## src/rtl/hazard_ctrl_pkg.sv

```systemverilog
// Shared types for the front-end hazard controller.
//   rvga_reg             : architectural register index
//   reg_mask_t           : one bit per architectural register
//   hazard_ctrl_state_e  : sequencing FSM states
//   reg_onehot()         : register index to one-hot mask
package hazard_ctrl_pkg;

    localparam int unsigned REG_W    = 5;
    localparam int unsigned NUM_REGS = 32;

    typedef logic [REG_W-1:0]    rvga_reg;
    typedef logic [NUM_REGS-1:0] reg_mask_t;

    typedef enum logic [1:0] {
        e_hc_run     = 2'd0,
        e_hc_br_wait = 2'd1,
        e_hc_flush   = 2'd2
    } hazard_ctrl_state_e;

    function automatic reg_mask_t reg_onehot(input rvga_reg r);
        return reg_mask_t'(1) << r;
    endfunction

endpackage

```

## src/rtl/hazard_ctrl_if.sv

```systemverilog
// Decode / writeback / branch bundle between the pipeline and hazard_ctrl.
//   master : pipeline side, drives decode, writeback and branch info
//   slave  : controller side, returns issue/stall/flush and stall_cnt
interface hazard_ctrl_if
    import hazard_ctrl_pkg::*;
#(
    parameter int unsigned CNT_W = 32
);
    logic             dec_v;
    rvga_reg          dec_rs1;
    rvga_reg          dec_rs2;
    logic             dec_rs1_used;
    logic             dec_rs2_used;
    rvga_reg          dec_rd;
    logic             dec_rd_w_v;
    logic             dec_br_v;
    logic             dcache_busy;
    logic             wb_v;
    rvga_reg          wb_rd;
    logic             br_resolve_v;
    logic             br_taken;
    logic             issue;
    logic             stall;
    logic             flush;
    logic [CNT_W-1:0] stall_cnt;

    modport master (
        output dec_v, dec_rs1, dec_rs2, dec_rs1_used, dec_rs2_used,
               dec_rd, dec_rd_w_v, dec_br_v, dcache_busy,
               wb_v, wb_rd, br_resolve_v, br_taken,
        input  issue, stall, flush, stall_cnt
    );

    modport slave (
        input  dec_v, dec_rs1, dec_rs2, dec_rs1_used, dec_rs2_used,
               dec_rd, dec_rd_w_v, dec_br_v, dcache_busy,
               wb_v, wb_rd, br_resolve_v, br_taken,
        output issue, stall, flush, stall_cnt
    );

endinterface

```

## src/rtl/hazard_scoreboard.sv

```systemverilog
// Register scoreboard: tracks in-flight destination writes and flags
// RAW/WAW hazards for the instruction sitting in decode.
//   clk, rst                  : clock, async active-high reset
//   issue                     : decode instruction advances this cycle
//   dec_rs1/rs2(_used)        : source registers and their use flags
//   dec_rd, dec_rd_w_v        : destination register and write flag
//   wb_v, wb_rd               : writeback retiring a register write
//   hazard                    : decode instruction must not issue
module hazard_scoreboard
    import hazard_ctrl_pkg::*;
(
    input  logic    clk,
    input  logic    rst,
    input  logic    issue,
    input  rvga_reg dec_rs1,
    input  logic    dec_rs1_used,
    input  rvga_reg dec_rs2,
    input  logic    dec_rs2_used,
    input  rvga_reg dec_rd,
    input  logic    dec_rd_w_v,
    input  logic    wb_v,
    input  rvga_reg wb_rd,
    output logic    hazard
);

    reg_mask_t pending;
    reg_mask_t wb_mask;
    reg_mask_t eff;
    reg_mask_t pending_nxt;
    logic      rd_nonzero;

    assign rd_nonzero = (dec_rd != '0);

    // Write-through register file: a same-cycle writeback already resolves.
    assign wb_mask = wb_v ? reg_onehot(wb_rd) : '0;
    assign eff     = pending & ~wb_mask;

    assign hazard = (dec_rs1_used & eff[dec_rs1])
                  | (dec_rs2_used & eff[dec_rs2])
                  | (dec_rd_w_v & rd_nonzero & eff[dec_rd]);

    // Clear on writeback first so a same-cycle issue of the same rd wins.
    always_comb begin
        pending_nxt = pending & ~wb_mask;
        if (issue && dec_rd_w_v && rd_nonzero) begin
            pending_nxt = pending_nxt | reg_onehot(dec_rd);
        end
        pending_nxt[0] = 1'b0;
    end

    always_ff @(posedge clk or posedge rst) begin
        if (rst) begin
            pending <= '0;
        end else begin
            pending <= pending_nxt;
        end
    end

endmodule

```

## src/rtl/hazard_ctrl.sv

```systemverilog
// Front-end sequencing controller: stalls issue on register hazards and
// dcache busy, holds issue across an unresolved branch and flushes
// ifetch/decode for FLUSH_CYCLES cycles after a taken branch.
//   clk, rst : clock, async active-high reset
//   bus      : hazard_ctrl_if slave (decode, writeback, branch inputs;
//              issue/stall combinational, flush/stall_cnt registered)
module hazard_ctrl
    import hazard_ctrl_pkg::*;
#(
    parameter int unsigned FLUSH_CYCLES = 2,
    parameter int unsigned CNT_W        = 32
)(
    input  logic         clk,
    input  logic         rst,
    hazard_ctrl_if.slave bus
);

    localparam int unsigned FC_W = $clog2(FLUSH_CYCLES + 1);

    hazard_ctrl_state_e state;
    logic [FC_W-1:0]    flush_cnt;
    logic               flush;
    logic [CNT_W-1:0]   stall_cnt;
    logic               hazard;
    logic               issue_c;
    logic               stall_c;

    hazard_scoreboard u_sb (
        .clk          (clk),
        .rst          (rst),
        .issue        (issue_c),
        .dec_rs1      (bus.dec_rs1),
        .dec_rs1_used (bus.dec_rs1_used),
        .dec_rs2      (bus.dec_rs2),
        .dec_rs2_used (bus.dec_rs2_used),
        .dec_rd       (bus.dec_rd),
        .dec_rd_w_v   (bus.dec_rd_w_v),
        .wb_v         (bus.wb_v),
        .wb_rd        (bus.wb_rd),
        .hazard       (hazard)
    );

    // Issue/stall decision, zero-cycle from decode inputs.
    always_comb begin
        issue_c = 1'b0;
        stall_c = 1'b0;
        case (state)
            e_hc_run: begin
                issue_c = bus.dec_v & ~hazard & ~bus.dcache_busy & ~flush;
                stall_c = bus.dec_v & ~issue_c;
            end
            e_hc_br_wait: begin
                stall_c = bus.dec_v;
            end
            default: begin
                // Flushing: let ifetch/decode refill.
            end
        endcase
    end

    // Sequencing FSM with registered flush.
    always_ff @(posedge clk or posedge rst) begin
        if (rst) begin
            state     <= e_hc_run;
            flush     <= 1'b0;
            flush_cnt <= '0;
        end else begin
            case (state)
                e_hc_run: begin
                    if (issue_c && bus.dec_br_v) begin
                        state <= e_hc_br_wait;
                    end
                end
                e_hc_br_wait: begin
                    if (bus.br_resolve_v) begin
                        if (bus.br_taken) begin
                            state     <= e_hc_flush;
                            flush     <= 1'b1;
                            flush_cnt <= FC_W'(FLUSH_CYCLES);
                        end else begin
                            state <= e_hc_run;
                        end
                    end
                end
                e_hc_flush: begin
                    if (flush_cnt <= FC_W'(1)) begin
                        state     <= e_hc_run;
                        flush     <= 1'b0;
                        flush_cnt <= '0;
                    end else begin
                        flush_cnt <= flush_cnt - FC_W'(1);
                    end
                end
                default: begin
                    state     <= e_hc_run;
                    flush     <= 1'b0;
                    flush_cnt <= '0;
                end
            endcase
        end
    end

    // Saturating stall-cycle counter.
    always_ff @(posedge clk or posedge rst) begin
        if (rst) begin
            stall_cnt <= '0;
        end else if (stall_c && (stall_cnt != '1)) begin
            stall_cnt <= stall_cnt + CNT_W'(1);
        end
    end

    assign bus.issue     = issue_c;
    assign bus.stall     = stall_c;
    assign bus.flush     = flush;
    assign bus.stall_cnt = stall_cnt;

endmodule

```

## src/flat_wrapper.sv

```systemverilog
// flat-port wrapper written by rule: the top's interface ports become plain ports
module hazard_ctrl_flat import hazard_ctrl_pkg::*;
#(
    parameter int unsigned FLUSH_CYCLES = 2,
    parameter int unsigned CNT_W        = 32
)
  (clk, rst, bus_dec_v, bus_dec_rs1, bus_dec_rs2, bus_dec_rs1_used, bus_dec_rs2_used, bus_dec_rd, bus_dec_rd_w_v, bus_dec_br_v, bus_dcache_busy, bus_wb_v, bus_wb_rd, bus_br_resolve_v, bus_br_taken, bus_issue, bus_stall, bus_flush, bus_stall_cnt);
  hazard_ctrl_if #(.CNT_W(CNT_W)) bus_i ();
  input  logic clk;
  input  logic rst;
  input wire logic [$bits(bus_i.dec_v)-1:0] bus_dec_v;
  input wire logic [$bits(bus_i.dec_rs1)-1:0] bus_dec_rs1;
  input wire logic [$bits(bus_i.dec_rs2)-1:0] bus_dec_rs2;
  input wire logic [$bits(bus_i.dec_rs1_used)-1:0] bus_dec_rs1_used;
  input wire logic [$bits(bus_i.dec_rs2_used)-1:0] bus_dec_rs2_used;
  input wire logic [$bits(bus_i.dec_rd)-1:0] bus_dec_rd;
  input wire logic [$bits(bus_i.dec_rd_w_v)-1:0] bus_dec_rd_w_v;
  input wire logic [$bits(bus_i.dec_br_v)-1:0] bus_dec_br_v;
  input wire logic [$bits(bus_i.dcache_busy)-1:0] bus_dcache_busy;
  input wire logic [$bits(bus_i.wb_v)-1:0] bus_wb_v;
  input wire logic [$bits(bus_i.wb_rd)-1:0] bus_wb_rd;
  input wire logic [$bits(bus_i.br_resolve_v)-1:0] bus_br_resolve_v;
  input wire logic [$bits(bus_i.br_taken)-1:0] bus_br_taken;
  output wire logic [$bits(bus_i.issue)-1:0] bus_issue;
  output wire logic [$bits(bus_i.stall)-1:0] bus_stall;
  output wire logic [$bits(bus_i.flush)-1:0] bus_flush;
  output wire logic [$bits(bus_i.stall_cnt)-1:0] bus_stall_cnt;
  assign bus_i.dec_v = bus_dec_v;
  assign bus_i.dec_rs1 = bus_dec_rs1;
  assign bus_i.dec_rs2 = bus_dec_rs2;
  assign bus_i.dec_rs1_used = bus_dec_rs1_used;
  assign bus_i.dec_rs2_used = bus_dec_rs2_used;
  assign bus_i.dec_rd = bus_dec_rd;
  assign bus_i.dec_rd_w_v = bus_dec_rd_w_v;
  assign bus_i.dec_br_v = bus_dec_br_v;
  assign bus_i.dcache_busy = bus_dcache_busy;
  assign bus_i.wb_v = bus_wb_v;
  assign bus_i.wb_rd = bus_wb_rd;
  assign bus_i.br_resolve_v = bus_br_resolve_v;
  assign bus_i.br_taken = bus_br_taken;
  assign bus_issue = bus_i.issue;
  assign bus_stall = bus_i.stall;
  assign bus_flush = bus_i.flush;
  assign bus_stall_cnt = bus_i.stall_cnt;
  hazard_ctrl #(.FLUSH_CYCLES(FLUSH_CYCLES), .CNT_W(CNT_W)) u_core (.clk(clk), .rst(rst), .bus(bus_i));
endmodule
```

## config.mk

```make
export PLATFORM = sky130hd
export DESIGN_NAME = hazard_ctrl_flat
export DESIGN_NICKNAME = d
export VERILOG_FILES = /design/src/rtl/hazard_ctrl_pkg.sv /design/src/rtl/hazard_ctrl_if.sv /design/src/rtl/hazard_scoreboard.sv /design/src/rtl/hazard_ctrl.sv /design/src/flat_wrapper.sv
export SDC_FILE = /design/constraint.sdc
export NUM_CORES = 1
export LEC_CHECK = 0
export ABC_CLOCK_PERIOD_IN_PS = 4700
export CORE_MARGIN = 2
export CORE_UTILIZATION = 55
export DETAILED_ROUTE_END_ITERATION = 7
export PLACE_DENSITY = 0.92
export SYNTH_ARGS = -nofsm -noshare
export SYNTH_HDL_FRONTEND = slang
export SYNTH_HIERARCHICAL = 1
export SYNTH_SLANG_ARGS = --single-unit
export TNS_END_PERCENT = 20
```

## constraint.sdc

```tcl
create_clock -name clk -period 4.7 [get_ports clk]
set_clock_uncertainty 0.15 [all_clocks]
set_input_delay 0.94 -clock clk [delete_from_list [all_inputs] [get_ports clk]]
set_output_delay 0.94 -clock clk [all_outputs]
set_load 0.005 [all_outputs]
```

==> results.md <==
- Outcome: completed
- Area delta synth->final: 38.9%
- Worst-margin pin slew: 1120 ps
- Post-DP HPWL: 10300 µm
- Worst vdd ir: 0.000288 V
- Die X: 92.6 µm
- Post-synth EDFFs: 0
- Pleak: 0.00252 µW
- Total grt overflow: 0
- Adder-cell area share of the yosys netlist: 1.16%
- Xor/xnor cell area share of the yosys netlist: 6.29%
- Synth Instances: 420
- Initial DRT Pass Iterations: 5
- Vias per std cell: 6.66
- Die Area: 8570 µm²
- Core Region: 7650 µm²
- RSZ-0062 raised after global routing: yes
- Reg clk slew, reported paths: 70 ps
- Yosys reg bits: 68
- DRT iter0 DRCs: 514
- Layout cell share with drive strength beyond 1: 31.2%
- Final Cycle Share: 99.6%
- Top-Level Pins: 66
- CTS H-tree depth: 3
- I/O Buffers: 65
- Storage cell area: 1700 µm²
- Gr usage total: 34.9%
- Slew Limit Fails: 0
- Multiplexer share of the synthesized area: 10.8%
- Post-route DRC: 0
- Die height: 92.6 µm
- Synth cell types: 69
- Maximum fanout along the worst path: 4
- Fmax: 214 MHz
- Avg WL per Cell: 22.0 µm
- Worst min-delay path class: reg -> reg
- Filler instances: 463
- Initial antenna violation count: 0
- Worst setup margin: 17.8 ps
- Routed Antenna Nets: 0
- Vias in the first global route: 4580
- Fin crit period: 4680 ps
- Largest family of logic cells by synthesized area: simple AND/OR/NAND/NOR gates
- Layout Nets: 597
- Largest net degree at the start of global routing: 32
- TNS Setup: 0 ps
- Synthesized area: 4320 µm²
- Sink Count: 68
- Arrival time at the worst endpoint: 3590 ps
- Worst slew margin: 25.4%
- Final setup vio count: 0
- Sequential area share after synthesis: 39.4%
- Ys Warns: 6
- Total Power: 1940 µW
- Final wirelength: 14700 µm
- Simple-gate share of the synthesized area: 20.6%
- Flop2flop setup slack: 1120 ps
- Crit Path Class: in -> out
- PwrDens: 324 nW/µm²
- Top FF cell, synth: dfrtp_1
- Syn nets: 455
- Reg2reg end: u_core/bus.stall_cnt[31]$_DFFE_PP0P_
- CTS Buffer Depth: 2
- Clock Tree Root: clkbuf_8
- Compound-Gate Fraction of Synth Area: 18.0%
- Reg2reg path depth: 14
- First-pass GRT wire length: 23100 µm
- Place WS: -838 ps
- Cell row count: 32
- CTS tree: yes
- Worst skew pair latency: 360 ps
- CTS Buf Count: 9
- DR vias: 4455
- Starting Density: 56.4%
- Worst EP required: 3610 ps
- Syn avg cell area: 10.3 µm²
- Max-cap violations: 0
- Hold-fix buffers, CTS: 0
- Crit path from: bus_wb_rd[1]
- Area occupied by multi-input gates: 2600 µm²
- Antenna fix cells: 0
- Crit Reg-Reg Startpoint: u_core/u_sb/pending[21]$_DFF_PP0_
- Capture point of the worst path: bus_issue
- Worst Setup Start Kind: input pin
- Asr flop ratio synth: 100%
- RePlAce Congestion: 1.05
- Fin. Hold Viols: 0
- CP endpoint kind: output pin
-- sequential cells by signal, indices dropped and copies added (netlist names) --
name / cells
u_core/u_sb/pending: 31
u_core/bus.flush: 1
u_core/state: 2
u_core/flush_cnt: 2
u_core/bus.stall_cnt: 32
-- cell usage in the layout (no fill, tap or decap), drive strengths merged, types with 12 or more instances in the layout --
cell type and instances:
a21oi 13, o21ai 64, xnor2 24, mux4 12, clkdlybuf4s50 55, nand2 28, nor2 15, mux2i 14
buf 89, dfrtp 68, nand3 20, nand4 12
-- cells by family after synthesis --
| kind of cell | Yosys count |
|---|---|
| fa+ha+maj | 4 |
| flops | 68 |
| compound gates | 116 |
| buf+inv | 30 |
| simple gates | 140 |
| mux | 31 |
| xor+xnor | 31 |
-- synthesized netlist by cell type, drive strengths merged (3+ instances only) --
cell / n / area share, %
nand3: 20 / 2.4
clkbuf: 9 / 0.78
nand3b: 6 / 1.0
nor3b: 5 / 0.87
ha: 4 / 1.2
nor2: 15 / 1.4
nand2: 28 / 2.4
o311ai: 4 / 0.81
nand2b: 11 / 1.6
a21oi: 13 / 1.5
nor4: 7 / 1.2
mux2: 5 / 1.3
o211ai: 3 / 0.64
nand4b: 7 / 1.8
o31ai: 5 / 1.2
xor2: 7 / 1.4
o2111ai: 4 / 0.81
mux4: 12 / 6.3
nor3: 5 / 1.1
and3: 5 / 0.84
o21ai: 64 / 7.9
nand4: 12 / 2.2
dfrtp: 68 / 39
a211oi: 5 / 1.1
inv: 10 / 0.87
nand4bb: 3 / 0.78
mux2i: 14 / 3.2
xnor2: 24 / 4.9
or2: 4 / 0.58
o22ai: 3 / 0.43
and4: 4 / 0.87
buf: 11 / 2.0
a31oi: 5 / 1.4
-- what timing repair did --
item / in CTS / in global routing
setup buffers: 6 / 4
pin swaps: 18 / 10
resized for setup: 65 / 13
endpoints found under the setup margin: 2 / 2
-- power by group --
group	switching [µW]	internal, µW	leakage (µW)
clock	251	301	0.000110
sequential	81.5	657	0.000926
combinational	315	335	0.00148
-- worst max-delay path, cell delays in order --
cell and delay [ps]:
buf_2 130, buf_4 130, or4b_4 580, o21ai_4 200, buf_4 150, nor3b_2 40
a211oi_2 170, nor4_2 60, a211oi_2 260, o2111ai_4 210, buf_6 170, nor3_4 130
and3_4 210, clkdlybuf4s15_2 200
-- worst min path at each step --
stage               cells past startpoint                            startpoint  slack (ps)                                    to
finish                                  1       u_core/flush_cnt[0]$_DFFE_PP0P_         340       u_core/flush_cnt[0]$_DFFE_PP0P_
detailed placement                      1  u_core/bus.stall_cnt[30]$_DFFE_PP0P_         340  u_core/bus.stall_cnt[30]$_DFFE_PP0P_
global placement                        1       u_core/flush_cnt[0]$_DFFE_PP0P_         310       u_core/flush_cnt[0]$_DFFE_PP0P_
CTS                                     1       u_core/flush_cnt[0]$_DFFE_PP0P_         350       u_core/flush_cnt[0]$_DFFE_PP0P_
global route                            1       u_core/flush_cnt[0]$_DFFE_PP0P_         370       u_core/flush_cnt[0]$_DFFE_PP0P_
floorplan                               1       u_core/flush_cnt[0]$_DFFE_PP0P_         300       u_core/flush_cnt[0]$_DFFE_PP0P_
-- area by class of cell --
class	instances	area share [%]
tap	102	2.13
multi-input combinational	322	43.4
clock buffer	9	2.07
inverter	10	0.626
sequential	68	28.4
clock inverter	7	1.65
timing repair buffer	151	21.7
-- metal layers --
layer,share of wire (%),vias to the layer above,global-route usage (%)
met2,48,349,59.2
met4,5.4,0,16.3
met3,9.3,81,8.22
met5,0,-,0
li1,-,1877,-
met1,37,2148,41.9
-- through the flow --
stage | instance area (µm²) | hold slack [ps] | utilization, % | std cells
finish | 5990 | 344 | 78.4 | 669
detailed placement | 5550 | 336 | 72.6 | 644
floorplan | 4320 | 301 | - | 420
global route | 5990 | 370 | 78.4 | 669
global placement | 5550 | 309 | 72.6 | 644
CTS | 5920 | 346 | 77.4 | 665
Power figures use the tool's default switching activity.
